### config.mk
export PLATFORM = sky130hd
export DESIGN_NAME = sonar_frame_tx
export DESIGN_NICKNAME = d
export VERILOG_FILES = /design/src/rtl/sonar_frame_tx.sv
export SDC_FILE = /design/constraint.sdc
export NUM_CORES = 1
export LEC_CHECK = 0
export ABC_CLOCK_PERIOD_IN_PS = 3800
export BUFFER_PORTS_ARGS = -buffer_cell sky130_fd_sc_hd__buf_4
export CAP_MARGIN = 10
export CORE_MARGIN = 3
export CORE_UTILIZATION = 59
export CTS_CLUSTER_DIAMETER = 30
export CTS_CLUSTER_SIZE = 14
export DETAILED_ROUTE_END_ITERATION = 6
export PLACE_DENSITY = 0.91
export SETUP_SLACK_MARGIN = 0.05
export SYNTH_ARGS = -nofsm -noshare
export SYNTH_HDL_FRONTEND = slang
export SYNTH_SLANG_ARGS = --single-unit
### constraint.sdc
create_clock -name clock -period 3.8 [get_ports clock]
set_clock_uncertainty 0.2 [all_clocks]
set_input_delay 0.38 -clock clock [delete_from_list [all_inputs] [get_ports clock]]
set_output_delay 0.38 -clock clock [all_outputs]
set_load 0.03 [all_outputs]
### src/rtl/sonar_frame_tx.sv
// sonar_frame_tx
// Sequences one latched BCD angle and one BCD distance reading into an ASCII
// frame: angle digits, SEP, distance digits, TERM. Characters are handed to
// the serial transmitter one at a time over the partida_serial/pronto_serial
// handshake.
//
// Ports
//   clock          in   system clock
//   reset          in   synchronous active-high reset
//   enviar         in   frame request, acted on only while idle
//   angulo         in   BCD angle, MSD in the top nibble
//   distancia      in   BCD distance, MSD in the top nibble
//   suprime_zeros  in   1 = blank leading zeros (sampled at frame load)
//   pronto_serial  in   character-done pulse from the transmitter
//   partida_serial out  one-cycle start pulse to the transmitter
//   dados_ascii    out  character presented to the transmitter
//   ocupado        out  frame in progress
//   pronto         out  one-cycle frame-complete pulse
//   db_estado      out  current state code (debug)
module sonar_frame_tx #(
  parameter int         DIGITS_A = 3,
  parameter int         DIGITS_D = 3,
  parameter logic [6:0] SEP      = 7'h2C,
  parameter logic [6:0] TERM     = 7'h23
) (
  input  logic                  clock,
  input  logic                  reset,
  input  logic                  enviar,
  input  logic [4*DIGITS_A-1:0] angulo,
  input  logic [4*DIGITS_D-1:0] distancia,
  input  logic                  suprime_zeros,
  input  logic                  pronto_serial,
  output logic                  partida_serial,
  output logic [6:0]            dados_ascii,
  output logic                  ocupado,
  output logic                  pronto,
  output logic [3:0]            db_estado
);

  localparam int L  = DIGITS_A + DIGITS_D + 2;
  localparam int IW = $clog2(L);

  typedef enum logic [3:0] {
    OCIOSO  = 4'd0,
    CARREGA = 4'd1,
    ENVIA   = 4'd2,
    ESPERA  = 4'd3,
    PROXIMO = 4'd4,
    FIM     = 4'd5
  } state_t;

  state_t                  state_q, state_d;
  logic [IW-1:0]           idx_q, idx_d;
  logic [6:0]              dados_q, dados_d;
  logic [4*DIGITS_A-1:0]   ang_q;
  logic [4*DIGITS_D-1:0]   dist_q;
  logic                    sz_q;

  // Encode digit 'pos' (0 = most significant) of an n-digit field held
  // right-aligned in f. A zero is blanked only if every more significant
  // digit is also zero; the last digit is never blanked, and any nibble
  // above 9 counts as non-zero.
  function automatic logic [6:0] enc_digit(input logic [15:0] f, input int n,
                                           input int pos, input logic sz);
    logic [3:0] nib;
    logic       lead_zero;
    nib       = 4'(f >> (4 * (n - 1 - pos)));
    lead_zero = 1'b1;
    for (int k = 0; k < 4; k++) begin
      if (k <= pos) begin
        if (4'(f >> (4 * (n - 1 - k))) != 4'd0) lead_zero = 1'b0;
      end
    end
    if (sz && (pos != n - 1) && lead_zero) return 7'h20;
    else if (nib <= 4'd9)                  return {3'b011, nib};
    else                                   return 7'h3F;
  endfunction

  // Character at frame position i for the given fields.
  function automatic logic [6:0] char_at(input int i, input logic [15:0] a,
                                         input logic [15:0] d, input logic sz);
    if (i < DIGITS_A)      return enc_digit(a, DIGITS_A, i, sz);
    else if (i == DIGITS_A) return SEP;
    else if (i < L - 1)    return enc_digit(d, DIGITS_D, i - DIGITS_A - 1, sz);
    else                   return TERM;
  endfunction

  // Next-state, index and character selection.
  always_comb begin
    state_d = state_q;
    idx_d   = idx_q;
    dados_d = dados_q;
    case (state_q)
      OCIOSO: begin
        if (enviar) state_d = CARREGA;
        else        state_d = OCIOSO;
      end
      CARREGA: begin
        // Fields are being latched this cycle, so character 0 comes
        // straight from the inputs.
        idx_d   = '0;
        dados_d = char_at(0, 16'(angulo), 16'(distancia), suprime_zeros);
        state_d = ENVIA;
      end
      ENVIA: state_d = ESPERA;
      ESPERA: begin
        if (pronto_serial) state_d = PROXIMO;
        else               state_d = ESPERA;
      end
      PROXIMO: begin
        if (idx_q == IW'(L - 1)) begin
          state_d = FIM;
        end else begin
          idx_d   = idx_q + IW'(1);
          dados_d = char_at(int'(idx_q) + 1, 16'(ang_q), 16'(dist_q), sz_q);
          state_d = ENVIA;
        end
      end
      FIM:     state_d = OCIOSO;
      default: state_d = OCIOSO;
    endcase
  end

  // State, index, character and latched-field registers.
  always_ff @(posedge clock) begin
    if (reset) begin
      state_q <= OCIOSO;
      idx_q   <= '0;
      dados_q <= 7'h00;
      ang_q   <= '0;
      dist_q  <= '0;
      sz_q    <= 1'b0;
    end else begin
      state_q <= state_d;
      idx_q   <= idx_d;
      dados_q <= dados_d;
      if (state_q == CARREGA) begin
        ang_q  <= angulo;
        dist_q <= distancia;
        sz_q   <= suprime_zeros;
      end
    end
  end

  // Moore outputs decoded from the state register.
  assign partida_serial = (state_q == ENVIA);
  assign pronto         = (state_q == FIM);
  assign ocupado        = (state_q != OCIOSO);
  assign db_estado      = state_q;
  assign dados_ascii    = dados_q;

endmodule

* After elaboration in Yosys (flattened, before gate mapping) *
Index checks and enable logic that the tools add are counted.

cells by class
  add/sub/neg operators = 6
  $lt $le $gt $ge = 11
  equal/unequal tests = 10
  shift operators = 2
  mux-type cells = 39
  reductions and logical operators = 16

operators by type and width
  operator                                            number
  right shift 12 x 32 -> 4 bit                        2
  nonzero test 4 bit                                  8
  two-way mux 7 bit                                   4
  two-way mux 1 bit                                   23
  one-hot mux 4 bit (5 select lines)                  1
  two-way mux 5 bit                                   3
  one-hot mux 7 bit (2 select lines)                  1
  == test 4 x 2 -> 1 bit, second input constant       3
  <= comparator 4 bit, second input constant          3
  two-way mux 4 bit                                   3
  two-way mux 3 bit                                   3
  == test 4 x 3 -> 1 bit, second input constant       2
  <= comparator 1 x 4 -> 1 bit, first input constant  2
  subtractor 3 x 6 -> 7 bit, first input constant     1
  <= comparator 1 x 6 -> 1 bit, first input constant  1
  <= comparator 2 x 6 -> 1 bit, first input constant  1
  <= comparator 3 x 6 -> 1 bit, first input constant  1
  != test 6 x 3 -> 1 bit, second input constant       1
  one-hot mux 3 bit (2 select lines)                  1
  subtractor 5 x 2 -> 6 bit, second input constant    1
  logical AND 1 bit                                   5
  subtractor 2 x 4 -> 5 bit, first input constant     1
  subtractor 4 x 2 -> 5 bit, second input constant    1
  adder 3 x 1 -> 4 bit, second input constant         1
  11 further kinds                                    11

storage, ports and cells
  register bits = 39

* Longest topological paths before layout *
Gate-level depths: netlist of run 1.

  depth in word-level cells = 21
  mapped depth = 11
  depth with buffers taken out = 8

* Worst setup path after synthesis of run 1 *
OpenSTA, ideal clock, no wires.

  path kind = reg2reg
  from = register idx_q[0]
  to = register dados_q[0] (netlist: dados_ascii[0])
  data arrival time = 2.185 ns
  data required time = 3.472 ns
  setup slack = 1.286 ns
  cell stages (with the launch flop) = 12
  path through = dfxtp_1 -> buf_6 -> inv_2 -> ha_1 -> buf_2 -> buf_2 -> mux2i_1 -> o2bb2ai_1 -> o21ai_0 -> a31oi_1 -> o31ai_1 -> o22ai_1

between the ends
  longest elaborated chain between the ends = 21
  elaborated cells on any way between the ends = 54

ends and longest elaborated chain
  item                                RTL line  source
  start, declared                     53        logic [IW-1:0] idx_q, idx_d;
  start signal, assigned              135       idx_q <= idx_d;
  adder 3 x 1 -> 4 bit                115       dados_d = char_at(int'(idx_q) + 1, 16'(ang_q), 16'(dist_q), sz_q);
  subtractor 4 x 2 -> 5 bit           84        else if (i < L - 1) return enc_digit(d, DIGITS_D, i - DIGITS_A - 1, sz);
  subtractor 5 x 2 -> 6 bit           84
  <= comparator 1 x 6 -> 1 bit        70        if (k <= pos) begin
  two-way mux 1 bit                   70
  two-way mux 1 bit                   71        if (4'(f >> (4 * (n - 1 - k))) != 4'd0) lead_zero = 1'b0;
  two-way mux 1 bit                   70
  two-way mux 1 bit                   71
  (+5 left out)                       n/a
  two-way mux 1 bit                   93        case (state_q)
  logical AND 1 bit                   74        if (sz && (pos != n - 1) && lead_zero) return 7'h20;
  two-way mux 5 bit                   74
  two-way mux 7 bit                   84
  two-way mux 7 bit                   83        else if (i == DIGITS_A) return SEP;
  two-way mux 7 bit                   82        if (i < DIGITS_A) return enc_digit(a, DIGITS_A, i, sz);
  two-way mux 7 bit                   111       if (idx_q == IW'(L - 1)) begin
  one-hot mux 7 bit (2 select lines)  93
  end signal, assigned                136       dados_q <= dados_d;
  end, declared                       54        logic [6:0] dados_q, dados_d;

Parallel ways exist; a longest one is shown, timed or not. The select of a mux whose other input is x is not followed.
A chain may end at the register's enable or synchronous reset.

* Final worst setup path of run 1 *
  from = register idx_q[1]
  to = register dados_q[1] (netlist: dados_ascii[1])

The elaborated chain is that of the path after synthesis.

==> impl_metrics.json, run 1 <==
{
  "status": "complete, no violations",
  "grt-ovfl-total": 0,
  "clock_tree.buffer_depth": 2,
  "cp.arrival_ps": 2960,
  "leakagePower_nw": 1.002,
  "htree_levels": 2,
  "avgSynthCellArea_um2": 7.441,
  "synth_top_area_share_pct": 32.74,
  "grtUsageTotal_pct": 27.76,
  "path_clk_slew_ps": 80,
  "yosysTopAreaCell": "dfxtp_1",
  "grt_pass1_wl_mm": 9.832,
  "top_usage_layer": "met2",
  "layout_commonest_cell": "nand2_1",
  "start_util_pct": 64.25,
  "rows": 21,
  "syn_inst": 304,
  "use_met2_pct": 44.40,
  "rsz0062_at_grt": "no",
  "insertedDiodeCount": 0,
  "dieHeight_um": 67.92,
  "cts_setup_buffers": 0,
  "fmax_mhz": 333.5,
  "clock_latency_ps": 290,
  "slew_headroom_pct": 42.05,
  "via_count": 2388,
  "ios": 43,
  "period_share_pct": 78.91,
  "met1_usage_pct": 38.45,
  "hp-class": "in2reg",
  "drc": 0,
  "ctsResizeCount": 0,
  "start_kind": "flip-flop",
  "report.final.slew_viol_count": 0,
  "nets": 368,
  "worst_setup_path_end_kind": "flip-flop",
  "synth.yosys.seq_area_share_pct": 32.74,
  "firstDrtPassIters": 6,
  "numPortBuffers": 40,
  "finalHoldViolCount": 0,
  "critPathMaxFanout": 11,
  "gp_congestion": 0.9850,
  "die_area_mm2": 0.004613,
  "drive_gt1_share_pct": 18.81,
  "die_width_um": 67.92,
  "pwr_density_cell_mw_per_mm2": 369.3,
  "syn2layout_area_growth_pct": 17.53,
  "ys_async_sr_fraction_pct": 0,
  "grt_max_degree": 39,
  "ys_ff_latch": 37,
  "synth_edf_count": 0,
  "worst_pin_slew_ps": 869.3,
  "numCtsBuffers": 5,
  "hold_buffers": 0,
  "setup_viol": 0,
  "use_met3_pct": 5.090,
  "drt_wl_total_mm": 5.797,
  "dp_hpwl_mm": 4.202,
  "setup-tns-final_ps": 0,
  "clockRootBuffer": "clkbuf_8",
  "antenna_found_initial": 0,
  "synth_ff_type": "dfxtp_1",
  "min_period_ps": 2999,
  "peakVddDrop_mv": 0.3346,
  "clock-sinks": 37,
  "synth_cell_types": 58,
  "hold_ws_ps": 124.5,
  "synth_area_mm2": 0.002262,
  "core_region_area_mm2": 0.003521,
  "yosys_warnings": 0,
  "netlist_top_cells_area": "dfxtp_1 (33%), a21oi_1 (10%), nand2_1 (10%)",
  "drtIter0Drc": 227,
  "worstPathRequired_ps": 3760,
  "cts_tree": "yes",
  "final_cell_mix": "nand2_1 (61), a21oi_1 (46), buf_4 (44), dfxtp_1 (37), nor2_1 (24)",
  "drv_cap": 0,
  "detail-route-antenna-nets": 0,
  "wl_per_cell_um": 15.22,
  "grt_pass1_vias": 2065,
  "vias_per_cell": 6.268,
  "crit_type": "reg2reg"
}
[layer usage]
| layer | wire length [um] | share of wire, % | vias to the layer above |
|---|---|---|---|
| met4 | 86 | 1.5 | 0 |
| met3 | 429 | 7.4 | 14 |
| li1 | - | - | 1141 |
| met5 | 0 | 0 | - |
| met1 | 2508 | 43 | 1107 |
| met2 | 2773 | 48 | 126 |
[worst max-delay path, cell delays in order (launching register included)]
cell and delay (ps):
dfxtp_1 400, ha_1 240, ha_1 490, nor3_1 120
and2_1 200, or3_1 320, o2111ai_2 310, nand2_1 130
o41ai_1 460
[registers in the layout, summed over array words and instances (netlist names)]
register	flops
idx_q	3
db_estado	3
ang_q	12
dados_ascii	6
dist_q	12
sz_q	1
[per-stage QoR]
stage          power (W)  util (%)  instances  area (um^2)  setup slack [ps]
2_1_floorplan  0.0005715         -        305         2266              1286
3_3_place_gp   0.0006364     72.25        373         2544              1088
3_5_place_dp   0.0006414     72.25        373         2544             890.7
4_1_cts        0.0009804     75.52        381         2659             852.3
5_1_grt         0.001023     75.52        381         2659             543.4
6_report       0.0009820     75.52        381         2659             801.5
[path summary, 6_finish.rpt]
kind	depth (start not counted)	slack [ps]	from	end
worst max register to register	8	800	idx_q[1]	dados_ascii[1]
worst min-delay path	3	120	distancia[11]	dist_q[11]
worst min register to register	2	270	dist_q[0]	dist_q[0]
worst max-delay path	8	800	idx_q[1]	dados_ascii[1]
[cell families (layout without fill, tap and decap cells)]
kind of cell | after synthesis | count (layout) | synth area share, %
fa+ha+maj | 5 | 5 | 2.765
flops | 37 | 37 | 32.74
mux | 8 | 8 | 3.595
simple gates | 131 | 131 | 27.21
compound gates | 92 | 92 | 27.32
other cells | 1 | 2 | 0.1658
buf+inv | 30 | 60 | 6.194
[power breakdown]
part	total [W]	internal, W	switching, W	leakage [nW]
combinational	0.000197	0.0000794	0.000117	0.646
sequential	0.000440	0.000414	0.0000253	0.302
clock	0.000345	0.000196	0.000149	0.0543
[Yosys cell counts, types with 3 or more instances]
cell        n
buf_4       3
ha_1        5
nor2_1     24
nand2_1    61
nor4_1      7
or3_1       3
nand3b_1    6
clkbuf_1   10
a31oi_1     5
nor3_1      8
mux2i_1     7
inv_1       7
buf_2       7
nand3_1     5
a21oi_1    46
o21ai_0     4
dfxtp_1    37
o211ai_1    3
nand2b_1    7
o2bb2ai_1   3
[cell type report]
class / count / area, um^2
Sequential cell: 37 / 740.7
Clock inverter: 3 / 46.29
Clock buffer: 5 / 68.82
Tap cell: 46 / 57.56
Inverter: 8 / 30.03
Fill cell: 276 / 862.1
Multi-Input combinational cell: 238 / 1385
Timing Repair Buffer: 44 / 330.3
No activity file was read; power rests on OpenSTA's default activity.
==> run 2: changes to the inputs <==
--- a/config.mk
+++ b/config.mk
@@ -5,15 +5,15 @@
 export SDC_FILE = /design/constraint.sdc
 export NUM_CORES = 1
 export LEC_CHECK = 0
-export ABC_CLOCK_PERIOD_IN_PS = 3800
+export ABC_CLOCK_PERIOD_IN_PS = 2900
 export BUFFER_PORTS_ARGS = -buffer_cell sky130_fd_sc_hd__buf_4
 export CAP_MARGIN = 10
 export CORE_MARGIN = 3
-export CORE_UTILIZATION = 59
+export CORE_UTILIZATION = 55
 export CTS_CLUSTER_DIAMETER = 30
 export CTS_CLUSTER_SIZE = 14
 export DETAILED_ROUTE_END_ITERATION = 6
-export PLACE_DENSITY = 0.91
+export PLACE_DENSITY = 0.86
 export SETUP_SLACK_MARGIN = 0.05
 export SYNTH_ARGS = -nofsm -noshare
 export SYNTH_HDL_FRONTEND = slang
==> constraint.sdc (replaced) <==
create_clock -name clock -period 2.9 [get_ports clock]
set_clock_uncertainty 0.2 [all_clocks]
set_input_delay 0.29 -clock clock [delete_from_list [all_inputs] [get_ports clock]]
set_output_delay 0.29 -clock clock [all_outputs]
set_load 0.03 [all_outputs]
==> run 2 against run 1 <==
  * Die area up 6.6%
  * Non-clock buffer count up 9
  * First-iteration DRC count down 25%
  * Sequential share of layout area down 0.76 points
  * Worst setup slack worse by 560 ps
  * Combinational power up 32%
  * Via count down 0.21%
  * Sequential power up 30%
  * Fmax up 13%
  * Highest routed layer unchanged
==> impl_metrics.json, run 2 (synthesis gave the netlist of run 1 again) <==
{
  "status": "complete, no violations",
  "core_region_area_mm2": 0.003799,
  "min_period_ps": 2663,
  "fillerInstances": 319,
  "drt_wl_total_mm": 5.781,
  "layout_commonest_cell": "nand2_1",
  "die_area_mm2": 0.004918,
  "clockRootBuffer": "clkbuf_8",
  "setup-tns-final_ps": 0,
  "leakagePower_nw": 1.042,
  "drc": 0,
  "setup_viol": 0,
  "start_kind": "flip-flop",
  "path_cells": "ha_1, ha_2, a31oi_1, a211o_1, o311ai_4, o211ai_1, a21oi_2, a2111oi_2",
  "htree_levels": 2,
  "cts_setup_buffers": 0,
  "insertedDiodeCount": 0,
  "dieHeight_um": 70.13,
  "syn2layout_area_growth_pct": 20.85,
  "slowest_stage": "ha_2",
  "vias_per_cell": 6.079,
  "clock-sinks": 37,
  "pwr_density_cell_mw_per_mm2": 468.2,
  "path_clk_slew_ps": 80,
  "drv_cap": 0,
  "max_stage_delay_ps": 500,
  "final_cell_mix": "nand2_1 (61), buf_4 (53), a21oi_1 (46), dfxtp_1 (37), nor2_1 (24)",
  "clock_tree.buffer_depth": 2,
  "fmax_mhz": 375.5,
  "cts_tree": "yes",
  "clock_latency_ps": 290,
  "grt_pass1_vias": 2181,
  "slew_headroom_pct": 61.05,
  "finalHoldViolCount": 0,
  "dp_hpwl_mm": 4.290,
  "detail-route-antenna-nets": 0,
  "worst_pin_slew_ps": 581.1,
  "via_count": 2383,
  "crit_family": "compound AO/OA/AOI/OAI gates",
  "grtUsageTotal_pct": 23.62,
  "worst_setup_path_end_kind": "flip-flop",
  "period_share_pct": 91.83,
  "critPathMaxFanout": 15,
  "antenna_found_initial": 0,
  "wl_per_cell_um": 14.75,
  "cp.arrival_ps": 2620,
  "numPortBuffers": 40,
  "grt_max_degree": 39,
  "drive_gt1_share_pct": 21.51,
  "grt_pass1_wl_mm": 9.653,
  "cp.buffers_inverters": 0,
  "report.final.slew_viol_count": 0,
  "hp-class": "in2reg",
  "nets": 377,
  "worstPathRequired_ps": 2860,
  "numCtsBuffers": 5,
  "rsz0062_at_grt": "no",
  "start_util_pct": 59.55,
  "die_width_um": 70.13,
  "ios": 43,
  "drtIter0Drc": 171,
  "crit_type": "reg2reg",
  "post-route-util_pct": 71.97,
  "firstDrtPassIters": 5,
  "grt-ovfl-total": 0,
  "gp_congestion": 1.062,
  "rows": 22,
  "peakVddDrop_mv": 0.3748
}
[run 2: cell types whose count changed in the layout (fill, tap and decap cells not counted)]
cell,delta
ha_2,+2
buf_4,+9
ha_1,-2
[run 2: final cells by class]
| cell class | count | area, um^2 | area share, % |
|---|---|---|---|
| tap | 48 | 60.06 | 2.197 |
| clock inverter | 3 | 46.29 | 1.693 |
| clock buffer | 5 | 68.82 | 2.517 |
| inverter | 8 | 30.03 | 1.098 |
| multi-input combinational | 238 | 1390 | 50.85 |
| sequential | 37 | 740.7 | 27.09 |
| timing repair buffer | 53 | 397.9 | 14.55 |
[run 2: final timing paths]
path / start / end / slack, ps / cells past startpoint
max reg2reg: idx_q[1] / dados_ascii[3] / 240 / 8
min: angulo[6] / ang_q[6] / 40 / 3
max: idx_q[1] / dados_ascii[3] / 240 / 8
min reg2reg: ang_q[8] / ang_q[8] / 270 / 2
[run 2: per-layer routing]
metal	part of all wire [%]	track usage (%)	routed length, um	vias to the layer above
li1	-	-	-	1163
met1	44	31.66	2522	1115
met2	48	37.88	2757	88
met3	6.2	4.892	359	17
met4	2.4	7.447	141	0
met5	0	0	0	-
[run 2: through the flow]
step | total power [W] | std cells | instance area [um^2] | setup WS, ps | hold WS [ps]
floorplan | 0.0007489 | 305 | 2266 | 386.2 | 226.0
global placement | 0.0008397 | 384 | 2614 | 295.0 | 250.4
detailed placement | 0.0008447 | 384 | 2614 | 224.8 | 263.2
CTS | 0.001286 | 392 | 2729 | 188.0 | 41.77
global route | 0.001340 | 392 | 2734 | 93.50 | 44.37
finish | 0.001280 | 392 | 2734 | 237.0 | 44.29
[run 2: repair_timing]
item	4_1_cts	5_1_grt
resized for setup	0	2
endpoints found under the setup margin	0	3
hold buffers	0	0
[run 2: tightest hold or removal path: cells and delay by family]
kind | cells | cell delay (ps)
AO/OA/AOI/OAI | 1 | 50
buffers and inverters | 1 | 110
AND/OR/NAND/NOR | 1 | 40
[run 2: power by group]
group | internal [W] | leakage [nW] | switching (W)
clock network | 0.000257 | 0.0543 | 0.000187
logic | 0.000107 | 0.685 | 0.000154
registers | 0.000543 | 0.302 | 0.0000311
==> run 3: changes to the inputs <==
--- a/config.mk
+++ b/config.mk
@@ -13,7 +13,7 @@
 export CTS_CLUSTER_DIAMETER = 30
 export CTS_CLUSTER_SIZE = 14
 export DETAILED_ROUTE_END_ITERATION = 6
-export PLACE_DENSITY = 0.86
+export PLACE_DENSITY = 0.79
 export SETUP_SLACK_MARGIN = 0.05
 export SYNTH_ARGS = -nofsm -noshare
 export SYNTH_HDL_FRONTEND = slang
==> run 3 against run 2 <==
  * Power is 5.3% lower
  * Core utilization is 1.2 points lower
  * First-iteration DRC count is 2.3% higher
  * Cell count is 0.77% lower
  * Largest cell class unchanged
  * Clock power is 15% lower
  * Global-route usage is 0.22 points higher
  * Via count is 3.0% lower
  * Worst setup slack worse by 39 ps
==> impl_metrics.json, run 3 (synthesis gave the netlist of run 1 again) <==
{
  "hold_buffers": 0,
  "die_width_um": 70.13,
  "drc": 0,
  "finalHoldViolCount": 0,
  "fmax_mhz": 370.2,
  "antenna_found_initial": 0,
  "cp_common_cell": "ha_1",
  "grt_pass1_vias": 2113,
  "placed_cell_area_mm2": 0.002591,
  "hp-class": "in2reg",
  "finalNonFillerCells": 389,
  "dieHeight_um": 70.13,
  "setup_viol": 0,
  "cp.arrival_ps": 2680,
  "drt_wl_total_mm": 5.819,
  "max_stage_delay_ps": 390,
  "use_met2_pct": 37.78,
  "cts_setup_buffers": 0,
  "clockRootBuffer": "clkbuf_8",
  "grtUsageTotal_pct": 23.84,
  "numPortBuffers": 40,
  "start_kind": "flip-flop",
  "rows": 22,
  "top_usage_layer": "met2",
  "clock_latency_ps": 290,
  "path_clk_slew_ps": 70,
  "total_power_w": 0.001212,
  "drtIter0Drc": 175,
  "path_cells": "ha_1, ha_1, nor3_1, and2_1, or3_1, o2111ai_2, nand2_1, o41ai_1",
  "layout_commonest_cell": "nand2_1",
  "worst_setup_path_end_kind": "flip-flop",
  "dp_hpwl_mm": 4.362,
  "final_cell_mix": "nand2_1 (61), buf_4 (50), a21oi_1 (46), dfxtp_1 (37), nor2_1 (24)",
  "numCtsBuffers": 5,
  "met1_usage_pct": 32.66,
  "worst_pin_slew_ps": 592.7,
  "via_count": 2312,
  "pwr_density_cell_mw_per_mm2": 450.6,
  "grt_max_degree": 39,
  "peakVddDrop_mv": 0.3678,
  "core_region_area_mm2": 0.003799,
  "clock-sinks": 37,
  "grt-ovfl-total": 0,
  "min_period_ps": 2702,
  "period_share_pct": 93.16,
  "die_area_mm2": 0.004918,
  "cts_tree": "yes",
  "slew_headroom_pct": 60.12,
  "fin_area_mm2": 0.002690,
  "rsz0062_at_grt": "no",
  "htree_levels": 2,
  "syn2layout_area_growth_pct": 18.92,
  "detail-route-antenna-nets": 0,
  "status": "complete, no violations",
  "start_util_pct": 59.55,
  "ios": 43,
  "report.final.slew_viol_count": 0,
  "nets": 374,
  "critPathMaxFanout": 9,
  "clock_tree.buffer_depth": 2,
  "firstDrtPassIters": 5,
  "drive_gt1_share_pct": 20.53,
  "vias_per_cell": 5.943,
  "slowest_stage": "dfxtp_1",
  "gp_congestion": 0.9676,
  "crit_type": "reg2reg",
  "drv_cap": 0,
  "wl_per_cell_um": 14.96,
  "insertedDiodeCount": 0,
  "worstPathRequired_ps": 2880,
  "use_met3_pct": 5.036,
  "place_inst": 381,
  "fillerInstances": 320,
  "setup-tns-final_ps": 0,
  "grt_pass1_wl_mm": 9.729,
  "leakagePower_nw": 1.026
}
[run 3: final cells by class]
type,instances,area (um^2),share of cell area [%]
multi-input cells,238,1388,51.58
flip-flops and latches,37,740.7,27.53
repair buffers,50,375.4,13.95
clock buffers,6,82.58,3.070
well taps,48,60.06,2.233
inverters,8,30.03,1.116
clock inverters,2,13.76,0.5116
[run 3: layer usage]
metal  vias to the layer above  routed length, um
li1                       1153                  -
met1                      1059               2536
met2                        90               2832
met3                        10                352
met4                         0                 97
met5                         -                  0
[run 3: critical path: cells and delay by family (launching register included)]
| kind | cells | cell delay, ps |
|---|---|---|
| compound gates | 2 | 630 |
| fa+ha+maj | 2 | 610 |
| flops | 1 | 390 |
| simple gates | 4 | 750 |
[run 3: what timing repair did]
item / in CTS / in global routing
hold endpoints to repair: 0 / 0
setup endpoints to repair: 0 / 4
resized for setup: 0 / 1
[run 3: path summary, 6_finish.rpt]
check	start	end	slack [ps]	cells past startpoint
min	distancia[4]	dist_q[4]	40	3
min reg2reg	ang_q[8]	ang_q[8]	270	2
max reg2reg	idx_q[1]	dados_ascii[1]	200	8
max	idx_q[1]	dados_ascii[1]	200	8
[run 3: report_power, final]
group	switching, W	total [W]	internal (W)
Sequential	0.0000321	0.000575	0.000543
Clock	0.000185	0.000377	0.000193
Combinational	0.000154	0.000260	0.000106
Total	0.000370	0.00121	0.000842
[run 3: stage by stage]
step                utilization [%]  hold WS [ps]  setup WS (ps)
global route                  70.82         46.98          62.82
floorplan                         -         226.0          386.2
finish                        70.82         41.68          198.4
global placement              68.21         250.5          212.1
detailed placement            68.21         264.6          189.5
CTS                           70.75         37.91          171.2
